==> config.mk <==
export PLATFORM = sky130hd
export DESIGN_NAME = seq_bit_serializer
export DESIGN_NICKNAME = d
export VERILOG_FILES = /design/src/rtl/seq_bit_serializer.sv
export SDC_FILE = /design/constraint.sdc
export NUM_CORES = 1
export LEC_CHECK = 0
export BUFFER_PORTS_ARGS = -buffer_cell sky130_fd_sc_hd__buf_4
export CELL_PAD_IN_SITES_DETAIL_PLACEMENT = 1
export CELL_PAD_IN_SITES_GLOBAL_PLACEMENT = 1
export CORE_MARGIN = 3
export CORE_UTILIZATION = 42
export DETAILED_ROUTE_END_ITERATION = 6
export HOLD_SLACK_MARGIN = 0.15
export PLACE_DENSITY_LB_ADDON = 0.1
export SLEW_MARGIN = 20
export SYNTH_ARGS = -nofsm -noshare
export SYNTH_HDL_FRONTEND = slang
export SYNTH_SLANG_ARGS = --single-unit
==> constraint.sdc <==
create_clock -name clk -period 2.05 [get_ports clk]
set_input_delay 0.1025 -clock clk [delete_from_list [all_inputs] [get_ports clk]]
set_output_delay 0.1025 -clock clk [all_outputs]
set_load 0.02 [all_outputs]
==> src/rtl/seq_bit_serializer.sv <==
// seq_bit_serializer: valid/ready word in, one registered bit per clock out.
// Define SER_PARITY_EN to append one even-parity bit after each word.
module seq_bit_serializer #(
   parameter int DATA_W    = 8,
   parameter int MSB_FIRST = 1
) (
   input  logic              clk,
   input  logic              reset,
   input  logic [DATA_W-1:0] in_data,
   input  logic              in_valid,
   output logic              in_ready,
   output logic              bit_out,
   output logic              bit_valid,
   output logic              word_done,
   output logic              busy
);

   localparam int CW = $clog2(DATA_W + 1);
   localparam logic [CW-1:0] LAST    = CW'(DATA_W - 1);
   localparam logic [CW-1:0] LAST_M1 = CW'(DATA_W - 2);

   typedef enum logic [1:0] {
      IDLE,
      SHIFT,
      PARITY
   } state_t;

   state_t            state_q, state_d;
   logic [DATA_W-1:0] sh_q, sh_d;
   logic [CW-1:0]     cnt_q, cnt_d;
   logic              bo_d, bv_d, wd_d;
   logic              last_bit, final_cyc, accept;
   logic              first_bit, next_bit;
   logic [DATA_W-1:0] sh_shift;
`ifdef SER_PARITY_EN
   logic              par_q, par_d;
`endif

   assign last_bit = (state_q == SHIFT) && (cnt_q == LAST);
`ifdef SER_PARITY_EN
   assign final_cyc = (state_q == PARITY);
`else
   assign final_cyc = last_bit;
`endif
   // in_ready never looks at in_valid
   assign in_ready = !reset && ((state_q == IDLE) || final_cyc);
   assign accept   = in_valid && in_ready;
   assign busy     = (state_q != IDLE);

   assign first_bit = (MSB_FIRST != 0) ? in_data[DATA_W-1] : in_data[0];
   assign next_bit  = (MSB_FIRST != 0) ? sh_q[DATA_W-2] : sh_q[1];
   assign sh_shift  = (MSB_FIRST != 0) ? {sh_q[DATA_W-2:0], 1'b0}
                                       : {1'b0, sh_q[DATA_W-1:1]};

   always_comb begin
      state_d = state_q;
      sh_d    = sh_q;
      cnt_d   = cnt_q;
      bo_d    = 1'b0;
      bv_d    = 1'b0;
      wd_d    = 1'b0;
`ifdef SER_PARITY_EN
      par_d   = par_q;
`endif
      if (accept) begin
         state_d = SHIFT;
         sh_d    = in_data;
         cnt_d   = '0;
         bo_d    = first_bit;
         bv_d    = 1'b1;
`ifdef SER_PARITY_EN
         par_d   = ^in_data;
`endif
      end else if (last_bit) begin
         cnt_d = '0;
`ifdef SER_PARITY_EN
         state_d = PARITY;
         bo_d    = par_q;
         bv_d    = 1'b1;
         wd_d    = 1'b1;
`else
         state_d = IDLE;
`endif
      end else if (state_q == SHIFT) begin
         sh_d  = sh_shift;
         cnt_d = cnt_q + CW'(1);
         bo_d  = next_bit;
         bv_d  = 1'b1;
`ifndef SER_PARITY_EN
         wd_d  = (cnt_q == LAST_M1);
`endif
      end else begin
         state_d = IDLE;
         cnt_d   = '0;
      end
   end

   always_ff @(posedge clk) begin
      if (reset) begin
         state_q   <= IDLE;
         sh_q      <= '0;
         cnt_q     <= '0;
         bit_out   <= 1'b0;
         bit_valid <= 1'b0;
         word_done <= 1'b0;
`ifdef SER_PARITY_EN
         par_q     <= 1'b0;
`endif
      end else begin
         state_q   <= state_d;
         sh_q      <= sh_d;
         cnt_q     <= cnt_d;
         bit_out   <= bo_d;
         bit_valid <= bv_d;
         word_done <= wd_d;
`ifdef SER_PARITY_EN
         par_q     <= par_d;
`endif
      end
   end

endmodule

==> results.yml, run 1 <==
clock_network:
  clkLatencyLatePin_ns: 0.27
  clockBufferDepth: 2
  ctsRootBufferMaster: "clkbuf_4"
  cts_tree: "yes"
  cts_max_level: 1
  cts_hold_buf: 4
  clkSinkCount: 15
  clkTransAtPathRegs_ns: 0.09
  cts_inserted_buffers: 3
  post_cts_buffers: 0
  post_cts_resized: 0
floorplanning:
  die_x_microns: 47.4
  rows: 14
  die-area_sq_um: 2250
  ios: 16
  start_util: 0.462
  core_sq_um: 1560
  dieHeight_microns: 47.4
setup_path:
  endpoint_kind: "register"
  critPathMaxStageDelay_ns: 0.56
  critPathBufInv: 1
  critPathKind: "register to register"
  path_cells: "ha_1, nand3b_1, and2_4, nor3_2, dlygate4sd3_1"
  cp_top_family: "simple AND/OR/NAND/NOR gates"
  cp-start-kind: "register"
  crit_arrival_ns: 2.04
  cpMaxStageDelayCell: "dlygate4sd3_1"
  critPathRequiredTime_ns: 2.27
  cp_max_fo: 8
logic_synthesis:
  synth-simple-area-share: 0.175
  syn_area_sq_um: 721
  synth_compound_area_frac: 0.245
  synth.yosys.warnings: 0
  synth_area_leaders: "dfxtp_1 42%, a211oi_2 10%, a221oi_2 10%"
  synthMuxAreaShare: 0.0139
  synth_top_cell_by_area: "dfxtp_1"
  synth_top_family_by_area: "compound AO/OA/AOI/OAI gates"
  yosysMostFrequentCell: "dfxtp_1"
  syn_area_per_cell_sq_um: 10.4
  ys_ff_latch: 15
  synth_cell_types: 23
  synth_top_area_frac: 0.417
  synth-adder-area-share: 0.0347
  synth_flop_cell: "dfxtp_1"
  synthArstFlopShare: 0
  synth_seq_area_share: 0.417
  syn-instance-count: 69
  synth_nets: 82
  synth_xor_area_frac: 0.0243
  yosys-top-cells-count: "15 x dfxtp_1, 7 x inv_1, 7 x nor2_1, 6 x a211oi_2, 6 x nor2b_1"
  synth_edf_count: 0
power:
  irDropWorstVdd_v: 0.000315
  leakagePower_nw: 0.354
  p_per_area_nw_per_um2: 658
global_route:
  track_usage: 0.142
  antenna_found_initial: 0
  grt_pass1_wl_microns: 2210
  grt_max_degree: 16
  grt_remaining_overflow: 0
  grt_pass1_vias: 520
outcome:
  status: "finished, final reports clean"
sta:
  slew_violations: 0
  tns_ns: 0
  setup_viol: 0
  clock_skew_ns: 0.00245
  hold_viol_final: 0
  finalCritPeriodShare: 0.886
  period_minus_slack_ns: 1.82
  tightest_slew_ns: 0.549
  maxSlewHeadroom: 0.634
  rsz0062_at_grt: "false"
  max_freq_ghz: 0.550
route:
  ant_nets: 0
  dr_total_vias: 539
  route.detailed.drc: 0
  vias_per_cell: 5.18
  wl_per_cell_microns: 13.3
  drt-total-wl_microns: 1390
  drt_first_pass_iters: 1
  drt_iter0_markers: 0
placed_design:
  place.gp.congestion: 0.681
  dpl.cell_count: 96
  place_area_sq_um: 822
  dp_hpwl_microns: 958
  portBuffers: 15
finish:
  drive_above_1_share: 0.375
  antenna_cells: 0
  filler_cell_count: 185
  areaGrowthSynthToFinish_pct: 23.4
  post-route-cell-area_sq_um: 890
  instances_no_fill: 104
  final_nets: 102
job:
  maxCapViolCount: 0
min_path:
  hold_class: "input pin to register"
[cell usage in the layout (no fill, tap or decap)]
cell / n
a211oi_2: 6
a21o_1: 1
a21oi_1: 2
a221oi_1: 1
a221oi_2: 5
and2_4: 1
buf_4: 16
clkbuf_4: 3
clkinv_2: 1
dfxtp_1: 15
dlygate4sd3_1: 4
ha_1: 2
inv_1: 7
mux2i_1: 1
nand2_1: 1
nand3_1: 2
nand3b_1: 3
nor2_1: 7
nor2b_1: 6
nor3_2: 1
nor3b_1: 1
xnor2_1: 1
xor2_1: 1
[metrics by stage]
stage          worst slack, ns  total power (W)   util  hold WS [ns]
2_1_floorplan            0.727         0.000391      -         0.172
3_3_place_gp             0.656         0.000421  0.527         0.385
3_5_place_dp             0.621         0.000422  0.527         0.390
4_1_cts                  0.233         0.000597  0.571         0.180
5_1_grt                 0.0924         0.000624  0.571         0.185
6_report                 0.233         0.000585  0.571         0.182
[flip-flops by register name, indices dropped and copies added (netlist names)]
register,flops
bit_out,1
sh_q,7
cnt_q,4
state_q,1
word_done,1
bit_valid,1
[final cells by class]
| class | count | area (sq um) | area share |
|---|---|---|---|
| clock buffers | 3 | 22.5 | 0.0253 |
| clock inverters | 1 | 5.00 | 0.00563 |
| inverters | 7 | 26.3 | 0.0295 |
| multi-input cells | 42 | 355 | 0.399 |
| flip-flops and latches | 15 | 300 | 0.338 |
| well taps | 16 | 20.0 | 0.0225 |
| repair buffers | 20 | 160 | 0.180 |
[per-layer routing]
metal	global-route usage	vias up	routed length, microns
li1	-	277	-
met1	0.161	249	639
met2	0.257	11	659
met3	0.0338	2	80
met4	0.0497	0	8
met5	0	-	0
[tightest hold or removal path: stages]
cell	delay (ns)
buf_4	0.08
a221oi_2	0.06
a211oi_2	0.17
[report_power, final]
part           internal, W  total [W]  leakage, nW  switching [W]
combinational    0.0000534  0.0000997        0.212      0.0000463
sequential        0.000307   0.000321        0.123      0.0000134
clock            0.0000721   0.000165       0.0177      0.0000928
total             0.000433   0.000585        0.354       0.000153
[final timing paths]
kind	start	to	slack (ns)	cells after the start
setup reg to reg	cnt_q[0]	sh_q[0]	0.23	5
hold reg to reg	sh_q[2]	sh_q[3]	0.47	2
hold / removal	in_data[3]	sh_q[3]	0.18	3
setup / recovery	cnt_q[0]	sh_q[0]	0.23	5
[cells by family after synthesis]
group                    count (synthesis)
flip-flops                              15
multiplexers                             1
AO/OA/AOI/OAI                           15
buffers and inverters                   12
adder cells (fa/ha/maj)                  2
AND/OR/NAND/NOR                         22
XOR/XNOR                                 2
Note: power is estimated with default switching activity, not from simulation.
==> inputs of run 2 (changes only) <==
ABC_AREA = 1   (was not set)
CORE_UTILIZATION = 40   (was 42)
CTS_BUF_LIST = sky130_fd_sc_hd__clkbuf_8 sky130_fd_sc_hd__clkbuf_16   (was not set)
==> results.yml, run 2 <==
logic_synthesis:
  synth-simple-area-share: 0.272
  synth.yosys.warnings: 0
  yosysMostFrequentCell: "dfxtp_1"
  synth_top_family_by_area: "simple AND/OR/NAND/NOR gates"
  syn_area_sq_um: 703
  synthArstFlopShare: 0
  synth-adder-area-share: 0.0356
  synth_cell_types: 19
  synth_top_area_frac: 0.427
  yosys-top-cells-count: "15 x dfxtp_1, 13 x nand2_1, 11 x nand3_1, 9 x inv_1, 7 x nand4_1"
  syn_area_per_cell_sq_um: 8.37
  synth_nets: 97
  synth_compound_area_frac: 0.0996
  synth_area_leaders: "dfxtp_1 43%, nand3_1 7.8%, nand2_1 6.9%"
  synth_xor_area_frac: 0.0249
  ys_ff_latch: 15
  syn-instance-count: 84
  synth_flop_cell: "dfxtp_1"
  synth_edf_count: 0
  synth_top_cell_by_area: "dfxtp_1"
  synth_seq_area_share: 0.427
  synthMuxAreaShare: 0
sta:
  setup_viol: 0
  clock_skew_ns: 0.000966
  hold_viol_final: 0
  period_minus_slack_ns: 1.59
  max_freq_ghz: 0.629
  slew_violations: 0
  tightest_slew_ns: 0.299
  rsz0062_at_grt: "false"
  layout_setup_ws_ns: 0.461
  finalCritPeriodShare: 0.775
  tns_ns: 0
  maxSlewHeadroom: 0.800
finish:
  drive_above_1_share: 0.245
  final_nets: 116
  layout_common_cells: "15 x dfxtp_1, 15 x buf_4, 13 x nand2_1, 11 x nand3_1, 9 x inv_1"
  areaGrowthSynthToFinish_pct: 22.1
  instances_no_fill: 118
  largest_register: "sh_q"
  reg.largest.list: "sh_q x7, cnt_q x4"
  antenna_cells: 0
  largest_register_ffs: 7
setup_path:
  critical_path_depth: 6
  cpMaxStageDelayCell: "dfxtp_1"
  crit_arrival_ns: 1.49
  path_cells: "ha_1, nand3_2, nand2_4, inv_2, nor2_1, buf_4"
  cp_top_family: "simple AND/OR/NAND/NOR gates"
  reg2reg_depth: 8
  endpoint_kind: "output port"
  cp_max_fo: 18
  critPathMaxStageDelay_ns: 0.37
  critPathBufInv: 2
  rrSetupSlack_ns: 0.70
  critPathKind: "register to output port"
  critPathRequiredTime_ns: 1.95
  cp-start-kind: "register"
global_route:
  grt_pass1_wl_microns: 2610
  antenna_found_initial: 0
  grt_pass1_vias: 594
  grt_remaining_overflow: 0
  track_usage: 0.165
  grt_max_degree: 19
clock_network:
  ctsRootBufferMaster: "clkbuf_8"
  cts_inserted_buffers: 3
  clockBufferDepth: 2
  post_cts_buffers: 0
  cts_tree: "yes"
  clkLatencyLatePin_ns: 0.25
  clkTransAtPathRegs_ns: 0.06
  clkSinkCount: 15
  cts_max_level: 1
route:
  ant_nets: 0
  dr_total_vias: 616
  vias_per_cell: 5.22
  drt_iter0_markers: 2
  route.detailed.drc: 0
  drt-total-wl_microns: 1580
  wl_per_cell_microns: 13.3
  drt_first_pass_iters: 2
placed_design:
  dpl.cell_count: 111
  portBuffers: 15
  place.gp.congestion: 0.741
  pre_cts_ws_ns: 0.684
  dp_hpwl_microns: 1100
floorplanning:
  core_sq_um: 1580
  start_util: 0.446
  die_x_microns: 47.9
  dieHeight_microns: 47.9
  ios: 16
  rows: 14
  die-area_sq_um: 2300
power:
  leakagePower_nw: 0.412
  p_per_area_nw_per_um2: 736
  irDropWorstVdd_v: 0.000492
  power_w: 0.000632
min_path:
  hold_class: "input pin to register"
  holdPathStages: 3
outcome:
  status: "finished, final reports clean"
job:
  maxCapViolCount: 0
run 2: cell types whose count changed in the layout (fill, tap and decap cells not counted), sizes merged, moves of 3 or more:
cell / change
nand2: +13
nand3: +10
nand4: +7
a211oi: -6
a221oi: -6
nor2b: -6
o211ai: +6
inv: +5
nand3b: -3
run 2: final timing paths:
path	end	from
max	in_ready	cnt_q[0]
min	sh_q[0]	in_valid
max reg2reg	sh_q[1]	cnt_q[0]
min reg2reg	cnt_q[0]	cnt_q[0]
run 2: logic make-up after synthesis:
group                      Yosys count
AOI/OAI and AO/OA                   10
xor gates and xnor gates             2
adders and majority gates            2
buffers and inverters               16
DFF                                 15
and+or+nand+nor                     39
run 2: power by group:
group	switching (W)	internal, W
Clock	0.000106	0.000135
Sequential	0.00000685	0.000303
Combinational	0.0000463	0.0000352
Total	0.000159	0.000473
run 2: per-stage QoR:
stage / area (sq um) / hold slack (ns) / util
after floorplan: 703 / 0.238 / -
after global placement: 782 / 0.358 / 0.496
after detailed placement: 782 / 0.370 / 0.496
after CTS: 858 / 0.207 / 0.544
after global routing: 858 / 0.233 / 0.544
final: 858 / 0.208 / 0.544
run 2: what timing repair did:
item                      in CTS  in global routing
gates resized for setup        0                  0
hold buffers                   3                  0
hold endpoints to repair       4                  0
run 2: layout make-up:
| class | count | area, sq um |
|---|---|---|
| Fill cell | 203 | 718 |
| Multi-Input combinational cell | 53 | 304 |
| Sequential cell | 15 | 300 |
| Timing Repair Buffer | 18 | 143 |
| Inverter | 12 | 45.0 |
| Clock buffer | 3 | 41.3 |
| Tap cell | 16 | 20.0 |
| Clock inverter | 1 | 5.00 |
run 2: worst min-delay path, stage by stage:
cell	delay, ns
buf_4	0.15
nand4_1	0.09
a21oi_1	0.07
run 2: layer usage:
layer	track usage	part of all wire	wire, microns
met2	0.261	0.48	760
met1	0.204	0.46	730
met5	0	0	0
met3	0.0677	0.048	76
met4	0.0484	0.0051	8
